==> src/rtl/quad_step_decoder_if.sv <==
// Encoder-side signal bundle for quad_step_decoder: raw channels and controls in,
// two_way_counter strobes and error status out.
interface quad_step_decoder_if;
  logic a;
  logic b;
  logic z;
  logic index_en;
  logic err_clr;
  logic up;
  logic enable_b;
  logic set_b;
  logic error;
  logic err_flag;

  modport master (
    output a, b, z, index_en, err_clr,
    input  up, enable_b, set_b, error, err_flag
  );

  modport slave (
    input  a, b, z, index_en, err_clr,
    output up, enable_b, set_b, error, err_flag
  );
endinterface

==> src/rtl/quad_step_decoder.sv <==
// Quadrature encoder front end: sync + glitch filter per channel, Gray step decode,
// index load and illegal-transition flagging, producing two_way_counter strobes.
module quad_step_filter #(
  parameter int FILTER_LEN = 3
) (
  input  logic clock,
  input  logic reset_b,
  input  logic raw,
  output logic level
);
  logic       sync1, sync2;
  logic [3:0] cnt;

  always_ff @(posedge clock) begin
    if (!reset_b) begin
      sync1 <= 1'b0;
      sync2 <= 1'b0;
      cnt   <= 4'd0;
      level <= 1'b0;
    end else begin
      sync1 <= raw;
      sync2 <= sync1;
      if (sync2 == level) begin
        cnt <= 4'd0;
      end else if (cnt + 4'd1 == 4'(FILTER_LEN)) begin
        level <= ~level;
        cnt   <= 4'd0;
      end else begin
        cnt <= cnt + 4'd1;
      end
    end
  end
endmodule

module quad_step_decoder #(
  parameter int FILTER_LEN = 3,
  parameter int X4         = 1
) (
  input logic               clock,
  input logic               reset_b,
  quad_step_decoder_if.slave bus
);
  localparam int NUM_CH = 3;

  typedef enum logic {SETTLE, TRACK} state_t;

  logic [NUM_CH-1:0] raw, filt;
  logic [1:0]        ab;
  logic              zf;

  assign raw = {bus.a, bus.b, bus.z};

  for (genvar i = 0; i < NUM_CH; i++) begin : g_ch
    quad_step_filter #(.FILTER_LEN(FILTER_LEN)) u_filt (
      .clock  (clock),
      .reset_b(reset_b),
      .raw    (raw[i]),
      .level  (filt[i])
    );
  end

  assign ab = filt[2:1];
  assign zf = filt[0];

  state_t     state_q, state_d;
  logic [4:0] settle_cnt_q, settle_cnt_d;
  logic [1:0] prev_ab_q, prev_ab_d;
  logic       z_prev_q;
  logic       up_q, up_d, enable_b_q, enable_b_d, set_b_q, set_b_d;
  logic       error_q, error_d, err_flag_q, err_flag_d;

  logic [1:0] delta;
  logic       fwd, illegal, step, step_up, load;

  always_comb begin
    delta = ab ^ prev_ab_q;
    case ({prev_ab_q, ab})
      4'b0001, 4'b0111, 4'b1110, 4'b1000: fwd = 1'b1;
      default:                             fwd = 1'b0;
    endcase
    illegal = (delta == 2'b11);
    if (X4 != 0) begin
      step    = (delta == 2'b01) || (delta == 2'b10);
      step_up = fwd;
    end else begin
      // Once per cycle: only the 10<->00 edge of channel A counts.
      step    = ({prev_ab_q, ab} == 4'b1000) || ({prev_ab_q, ab} == 4'b0010);
      step_up = (prev_ab_q == 2'b10);
    end
    load = bus.index_en & zf & ~z_prev_q;
  end

  always_comb begin
    state_d      = state_q;
    settle_cnt_d = settle_cnt_q;
    prev_ab_d    = prev_ab_q;
    up_d         = up_q;
    enable_b_d   = 1'b1;
    set_b_d      = 1'b1;
    error_d      = 1'b0;
    err_flag_d   = bus.err_clr ? 1'b0 : err_flag_q;
    case (state_q)
      SETTLE: begin
        // Wait until the filters have absorbed the power-up position.
        if (settle_cnt_q == 5'(FILTER_LEN + 2)) begin
          prev_ab_d = ab;
          state_d   = TRACK;
        end else begin
          settle_cnt_d = settle_cnt_q + 5'd1;
        end
      end
      TRACK: begin
        prev_ab_d = ab;
        if (illegal) begin
          error_d    = 1'b1;
          err_flag_d = 1'b1;
        end
        if (step) up_d = step_up;
        if (load) begin
          enable_b_d = 1'b0;
          set_b_d    = 1'b0;
        end else if (step) begin
          enable_b_d = 1'b0;
        end
      end
      default: state_d = SETTLE;
    endcase
  end

  always_ff @(posedge clock) begin
    if (!reset_b) begin
      state_q      <= SETTLE;
      settle_cnt_q <= 5'd0;
      prev_ab_q    <= 2'b00;
      z_prev_q     <= 1'b0;
      up_q         <= 1'b0;
      enable_b_q   <= 1'b1;
      set_b_q      <= 1'b1;
      error_q      <= 1'b0;
      err_flag_q   <= 1'b0;
    end else begin
      state_q      <= state_d;
      settle_cnt_q <= settle_cnt_d;
      prev_ab_q    <= prev_ab_d;
      z_prev_q     <= zf;
      up_q         <= up_d;
      enable_b_q   <= enable_b_d;
      set_b_q      <= set_b_d;
      error_q      <= error_d;
      err_flag_q   <= err_flag_d;
    end
  end

  assign bus.up       = up_q;
  assign bus.enable_b = enable_b_q;
  assign bus.set_b    = set_b_q;
  assign bus.error    = error_q;
  assign bus.err_flag = err_flag_q;
endmodule

==> src/flat_wrapper.sv <==
// flat-port wrapper written by rule: the top's interface ports become plain ports
module quad_step_decoder_flat 
#(
  parameter int FILTER_LEN = 3,
  parameter int X4         = 1
)
  (clock, reset_b, bus_a, bus_b, bus_z, bus_index_en, bus_err_clr, bus_up, bus_enable_b, bus_set_b, bus_error, bus_err_flag);
  quad_step_decoder_if bus_i ();
  input logic clock;
  input logic reset_b;
  input wire logic [$bits(bus_i.a)-1:0] bus_a;
  input wire logic [$bits(bus_i.b)-1:0] bus_b;
  input wire logic [$bits(bus_i.z)-1:0] bus_z;
  input wire logic [$bits(bus_i.index_en)-1:0] bus_index_en;
  input wire logic [$bits(bus_i.err_clr)-1:0] bus_err_clr;
  output wire logic [$bits(bus_i.up)-1:0] bus_up;
  output wire logic [$bits(bus_i.enable_b)-1:0] bus_enable_b;
  output wire logic [$bits(bus_i.set_b)-1:0] bus_set_b;
  output wire logic [$bits(bus_i.error)-1:0] bus_error;
  output wire logic [$bits(bus_i.err_flag)-1:0] bus_err_flag;
  assign bus_i.a = bus_a;
  assign bus_i.b = bus_b;
  assign bus_i.z = bus_z;
  assign bus_i.index_en = bus_index_en;
  assign bus_i.err_clr = bus_err_clr;
  assign bus_up = bus_i.up;
  assign bus_enable_b = bus_i.enable_b;
  assign bus_set_b = bus_i.set_b;
  assign bus_error = bus_i.error;
  assign bus_err_flag = bus_i.err_flag;
  quad_step_decoder #(.FILTER_LEN(FILTER_LEN), .X4(X4)) u_core (.clock(clock), .reset_b(reset_b), .bus(bus_i));
endmodule
==> config.mk <==
export PLATFORM = sky130hd
export DESIGN_NAME = quad_step_decoder_flat
export DESIGN_NICKNAME = d
export VERILOG_FILES = /design/src/rtl/quad_step_decoder_if.sv /design/src/rtl/quad_step_decoder.sv /design/src/flat_wrapper.sv
export SDC_FILE = /design/constraint.sdc
export NUM_CORES = 1
export LEC_CHECK = 0
export ABC_AREA = 1
export CORE_MARGIN = 2
export CORE_UTILIZATION = 39
export CTS_CLUSTER_DIAMETER = 200
export DETAILED_ROUTE_END_ITERATION = 10
export PLACE_DENSITY = 0.59
export SYNTH_ARGS = -nofsm -noshare
export SYNTH_HDL_FRONTEND = slang
export SYNTH_HIERARCHICAL = 1
export SYNTH_SLANG_ARGS = --single-unit
==> constraint.sdc <==
create_clock -name clock -period 1.5 [get_ports clock]
set_input_delay 0.225 -clock clock [delete_from_list [all_inputs] [get_ports clock]]
set_output_delay 0.225 -clock clock [all_outputs]
set_load 0.005 [all_outputs]
==> summary by stage, run 1 <==
Place
After legalization and detailed placement, the total HPWL measured about 1.7 mm. Routability-driven placement finished with a final weighted congestion of between 0.7 and 0.8. The count of buffers added on input and output ports is 11.

Worst setup path
The signal on the critical path passes through clkdlybuf4s50_1. The cell type group with the largest total delay on the critical path is buffers and inverters. The critical path startpoint category is a flop.

STA classifies the critical path endpoint as an output port. Along the worst path, the maximum fanout reaches 2. The biggest cell delay along the critical path is ~500 ps. The critical path ends at bus_up. The cell depth of the worst flop-to-flop path is 6.

The kind of critical path is flop to output port. The worst path required time is 1270 ps. The buffering stage count on the worst path with inverters included is 1. Among all stages on the critical path, the largest delay is contributed by clkdlybuf4s50_1. The critical path starts at u_core/bus.up. The beginning of the worst register-to-register path is u_core/g_ch[1].u_filt/level. Across all register-to-register paths, the minimum setup slack is about 170 ps. The capturing point of the worst reg2reg path is u_core/bus.up. The data arrival time of the worst path is between 1000 and 1500 ps.

In this run the number of cells on the critical path is 1.

CTS
The later-pin clock latency in the skew report is about 280 ps. The clock buffer count from CTS is 5. TritonCTS built the clock tree.

For this design, the CTS-stage hold fixing added 0 buffers. The clock passes through at most 2 buffers. After clock tree synthesis, the clock-pin slew on the worst setup and hold paths is about 60 ps. The number of resized instances in the post-cts repair step is 0. The total number of H-tree levels is 2. CTS placed an instance of clkbuf_8 at the clock tree root.

Counting every sink on the clock net gives 35. Buffers added to address setup during post-CTS repair amount to 0.

Final layout
After the last flow step, the layout net total stands at roughly 240. The fraction of final layout cells with drive strength greater than 1 is between 10% and 20%. The final-layout fill cell count is approximately 420. The area growth from synthesis to final layout is 16.9%. In the layout the commonest cells are inv_1, nand2_1, dfxtp_1. The leading cell type in the layout, fill and taps excluded is inv_1. The antenna cell count is 0. At the end of the flow the core is filled with cells to between 40% and 50%.

Timing
The setup skew after layout is roughly 7.7 ps. The final sum of negative setup slack is 0 ps. Derived from the worst setup path, the maximum achievable clock frequency is approximately 740 MHz.

Setup violations remaining at the end of the flow were counted as 0. The number of hold-slack violations in the final timing report is 0. The worst-margin pin slew is approximately 370 ps. The final critical-path required period is 1350 ps. The max-slew violation total from the final report came to 0.

The remaining max-slew budget at the tightest pin is approximately three quarters. In the finished design, the share of the clock period the worst path needs comes to roughly 90%. Setup repair after global routing left no endpoint under its margin.

Die
The width of the die is ~68 um. The cell row count is 23. The initial core utilization is 40.1%. The floorplan die area is ~4600 sq um. For this design the top-level I/O count stands at 12. The area of the core is 3970 sq um. Measured along the y axis, the die boundary spans about 68 um.

Logic synthesis
The count of unique library cells instantiated by Yosys is 18. In this run the mean area of a mapped cell was between 7 and 8 sq um. The number of warning messages in the yosys log is 6. In this run the cell area of the synthesized design comes to around 1600 sq um. Sequential cells were found to cover between 40% and 50% of the synthesized design area.

The number of nets in the synthesized netlist is around 230. In this run, synthesis produced a sequential element count of 35. The cell count after synthesis is 209.

Drt
The remaining design rule violation count is 0. The first detailed-routing pass took 4 iterations. The number of antenna-violating nets in the routed design is 0. In the routed layout, each cell is associated on average with a via count of between 4 and 5. Dividing the detail-routed wire length by the instance count gives between 8 and 9 um.

For this block, the initial DRC count from the detailed router was 64. For this block, the via count after detailed routing is approximately 1200. Summed over all layers, the routed wires come to 2.41 mm.

GRT
The wire length of the first global-routing pass is roughly 4.5 mm. The initial antenna violation count is 0. The largest net degree at the start of global routing is 13. The global routing usage summed across all routing layers is between 10% and 20%.

The number of global-route vias before repair is 1074. The final global-route overflow total is 0.

Min path
The path class of the tightest hold or removal check is flop to flop. The critical hold path startpoint is u_core/g_ch[1].u_filt/sync1.

Job
The total of max-cap violations is 0.

Power
For this design the static power due to leakage is ~0.00083 uW. The worst voltage drop across the vdd grid is roughly 360 uV. In this run the power density over the cells is just under 1000 nW/um^2.

Status
The run finished with clean final reports.
per-stage QoR:
stage | cells | hold slack (ps) | setup WS (ps) | cell area [sq um] | power, uW
2_1_floorplan | 209 | 318 | 327 | 1590 | 1070
3_3_place_gp | 270 | 396 | 209 | 1760 | 1100
3_5_place_dp | 270 | 401 | 178 | 1760 | 1100
4_1_cts | 278 | 417 | 121 | 1860 | 1860
5_1_grt | 278 | 429 | 16.4 | 1860 | 1920
6_report | 278 | 414 | 152 | 1860 | 1820
how the worst min path moves through the flow:
| stage | endpoint | slack (ps) | cells past startpoint |
|---|---|---|---|
| 2_1_floorplan | u_core/g_ch[0].u_filt/sync1 | 320 | 2 |
| 3_3_place_gp | u_core/g_ch[0].u_filt/sync2 | 400 | 2 |
| 3_5_place_dp | u_core/g_ch[1].u_filt/sync2 | 400 | 2 |
| 4_1_cts | u_core/g_ch[1].u_filt/sync2 | 420 | 2 |
| 5_1_grt | u_core/g_ch[0].u_filt/sync2 | 430 | 2 |
| 6_report | u_core/g_ch[1].u_filt/sync2 | 410 | 2 |
sequential cells by signal (all words and copies together), names as in the netlist:
signal,count
u_core/bus.error,1
u_core/z_prev_q,1
u_core/g_ch.u_filt/sync1,3
u_core/prev_ab_q,2
u_core/bus.enable_b,1
u_core/bus.up,1
u_core/bus.set_b,1
u_core/g_ch.u_filt/sync2,3
u_core/settle_cnt_q,5
u_core/g_ch.u_filt/cnt,12
u_core/bus.err_flag,1
u_core/g_ch.u_filt/level,3
u_core/state_q,1
cells in the mapped netlist:
library cell,instances,area share [%]
a21oi_1,9,2.8
a21oi_2,1,0.55
buf_4,2,0.94
buf_6,1,0.71
dfxtp_1,35,44
ha_1,9,7.1
inv_1,43,10
nand2_1,41,9.7
nand2_2,10,3.9
nand3_1,11,3.5
nand3_2,6,3.8
nand4_1,5,2.0
nor2_1,24,5.7
nor2_2,3,1.2
o21ai_0,2,0.63
o22ai_1,1,0.39
or2_2,1,0.39
xor2_1,5,2.7
routing by layer:
metal | track usage (%) | wire length (um)
met5 | 0 | 0
met3 | 5.59 | 85
met2 | 18.6 | 1010
met1 | 16.7 | 1290
met4 | 7.50 | 33
worst min-delay path, delay by kind of cell (launching register included):
family | cells | cell delay, ps
buffers and inverters | 1 | 40
DFF | 1 | 310
and+or+nand+nor | 1 | 40
layout make-up:
| cell class | count | area [sq um] | area share, % |
|---|---|---|---|
| tap | 50 | 62.6 | 3.36 |
| sequential | 35 | 701 | 37.6 |
| clock buffer | 8 | 100 | 5.38 |
| timing repair buffer | 14 | 133 | 7.12 |
| inverter | 43 | 161 | 8.67 |
| multi-input combinational | 128 | 704 | 37.8 |
kinds of logic (layout without fill, tap and decap cells):
family                     Yosys count  count (layout)  synth area share, %
DFF                                 35              35                 44.0
adders and majority gates            9               9                 7.07
xor gates and xnor gates             5               5                 2.75
and+or+nand+nor                    101             101                 30.0
buffers and inverters               46              65                 11.8
AOI/OAI and AO/OA                   13              13                 4.40
report_power, final:
part / switching, uW / leakage [uW] / internal, uW
logic: 60.1 / 0.000494 / 51.9
clock network: 318 / 0.0000515 / 419
registers: 18.1 / 0.000284 / 953
total: 397 / 0.000830 / 1420
No activity file was read; power rests on OpenSTA's default activity.
==> inputs of run 2 (changes only) <==
Settings changed: CAP_MARGIN from default to 10, SETUP_SLACK_MARGIN from default to 0.02.
==> summary by stage, run 2 (synthesis results as in run 1) <==
Status
The flow ran to the end, and the final reports show no timing, DRC or antenna violations.

Worst setup path
On the worst path, the slowest cell contributes a delay of ~500 ps. For the worst setup path, the data arrival time is 1120 ps. At the worst endpoint, the required time is approximately 1300 ps. The kind of critical path is flop to output port. Along the worst path, the maximum fanout reaches 2.

The critical-path cell with the highest stage delay is clkdlybuf4s50_1. Among cell families on the critical path, the largest total delay comes from buffers and inverters. Walking the worst path, the cells encountered are clkdlybuf4s50_1.

Together, buffers and inverters on the worst path number 1. The worst setup path is launched from a flop. The kind of end point of the critical path is an output port.

Drt
The total wire length after detailed routing is 2.41 mm. Once detail routing completed, the nets flagged for antenna violations numbered 0. After detailed routing, the average wire length per cell comes to 8.66 um. The detailed-route via count is between 1000 and 1500. The mean number of vias per cell is 4.26. After detailed routing, the number of remaining DRC violations is 0. The pre-antenna-repair detailed-routing pass consisted of 4 iterations.

The detailed router's first-iteration violation count is 70.

Final layout
The library cell used most frequently in the layout, excluding fill and tap cells, is inv_1. The top cell types in the final layout, fill and taps aside, are inv_1, nand2_1, dfxtp_1. The register with the most flip-flops in the layout has 12 of them. The register with the most flip-flops is u_core/g_ch.u_filt/cnt.

The fraction of final layout cells with drive strength greater than 1 is ~14%. From synthesis to final layout, the design area changed by 17.2%. The antenna cell count is 0. After the last flow step, the layout net total stands at roughly 240.

The largest registers in the layout are u_core/g_ch.u_filt/cnt (12), u_core/settle_cnt_q (5).

GRT
The number of global-route vias before repair is roughly 1100. The first global-routing pass estimated 4.46 mm of wire. For this run the aggregate overflow at the end of global routing stands at 0.

The initial antenna violation count is 0. Across every metal layer, demand over resource in global routing totals between 10% and 20%. Entering global routing, the biggest net connects 13 pins.

CTS
The H-tree was split into 2 levels. The later pin in the worst-skew pair is clocked with a latency of approximately 280 ps. TritonCTS built the clock tree. The buffer levels on the longest clock path is 2. After clock tree synthesis, the clock-pin slew on the worst setup and hold paths is around 60 ps. CTS saw 35 sinks. After clock tree synthesis, the setup repair step added 0 buffers.

CTS placed an instance of clkbuf_8 at the clock tree root. The clock buffer count from CTS is 5.

Power
The switching share of power is between 20% and 30%. The clock group share of total power is 40.5%. IR analysis of the VDD net gives a maximum drop of around 360 uV.

The share of total power dissipated in combinational logic is 6.2%. The cell-internal power is between 1000 and 1500 uW. The power density over cell area is a little under 1000 nW/um^2. The switching component of the power is 397 uW. In this run the static leakage power is 0.000831 uW. Registers are responsible for between 50% and 60% of the overall power.

Die
Once the floorplan was initialized, standard cells occupied between 40% and 50% of the core. The I/O pin count is 12. The die covers around 4600 sq um. The cell row count is 23. The die span in y is around 68 um. The area of the core is 3970 sq um. The width of the die is 67.9 um.

Place
After legalization and detailed placement, the total HPWL measured ~1.7 mm. At the placement stage, the worst setup path has a slack of about 180 ps. The count of buffers from port buffering is 11. At the end of routability-driven placement, the weighted congestion stood at ~0.78.

Timing
The worst path meets setup with between 150 and 200 ps of slack. The fraction of the cycle the final worst path needs is about 90%. For this run, the top clock speed supported by timing is between 700 and 800 MHz. Setup violations remaining at the end of the flow were counted as 0. Setup repair after global routing left no endpoint under its margin.

The remaining max-slew budget at the tightest pin is between 70 and 80%. The final sum of negative setup slack is 0 ps. The number of hold-slack violations in the final timing report came to 0. The max-slew violation total from the final report is 0. The worst path in the final design needs a cycle of 1350 ps, including I/O delays and setup.

At the pin with the least slew margin, the transition time is 374 ps. The setup skew after layout is about 7.9 ps.

Min path
The type of the worst min-delay path is flop to flop.

Job
The total of max-cap violations is 0.
[run 2: cell types whose count changed in the layout (fill, tap and decap cells not counted)]
| cell | before | now |
|---|---|---|
| nand2_4 | 0 | 1 |
| nand2_2 | 10 | 9 |
[run 2: final cells by class]
class / instances / area, sq um
Timing Repair Buffer: 14 / 133
Sequential cell: 35 / 701
Tap cell: 50 / 62.6
Inverter: 43 / 161
Clock buffer: 8 / 100
Multi-Input combinational cell: 128 / 709
Fill cell: 422 / 2100
[run 2: stage by stage]
stage | power [uW] | hold WS [ps] | utilization, % | cells | instance area, sq um
final | 1820 | 414 | 47.0 | 278 | 1870
after CTS | 1860 | 417 | 46.9 | 278 | 1860
after detailed placement | 1100 | 401 | 44.4 | 270 | 1760
after global placement | 1100 | 396 | 44.4 | 270 | 1760
after global routing | 1920 | 429 | 47.0 | 278 | 1870
after floorplan | 1070 | 318 | - | 209 | 1590
[run 2: metal layers]
metal,GRT usage [%],part of all wire (%),vias up
li1,-,-,670
met1,16.7,53,498
met2,18.6,42,15
met3,5.59,3.5,2
met4,7.50,1.4,0
met5,0,0,-
[run 2: repair_timing]
item,CTS,global route
resized for setup,0,2
hold buffers,0,0
setup endpoints to repair,0,1
[run 2: power by group through the flow]
stage / clock (uW) / combinational [uW] / sequential [uW]
after floorplan: 0 / 78.5 / 988
after global placement: 0 / 113 / 991
after detailed placement: 0 / 113 / 991
after CTS: 774 / 114 / 970
after global routing: 813 / 131 / 974
final: 737 / 113 / 971
[run 2: path summary, 6_finish.rpt]
| kind | start | endpoint | slack (ps) | cells past startpoint |
|---|---|---|---|---|
| worst max-delay path | u_core/bus.up | bus_up | 150 | 1 |
| worst min-delay path | u_core/g_ch[1].u_filt/sync1 | u_core/g_ch[1].u_filt/sync2 | 410 | 2 |
| worst max register to register | u_core/g_ch[1].u_filt/level | u_core/bus.up | 170 | 6 |
| worst min register to register | u_core/g_ch[1].u_filt/sync1 | u_core/g_ch[1].u_filt/sync2 | 410 | 2 |
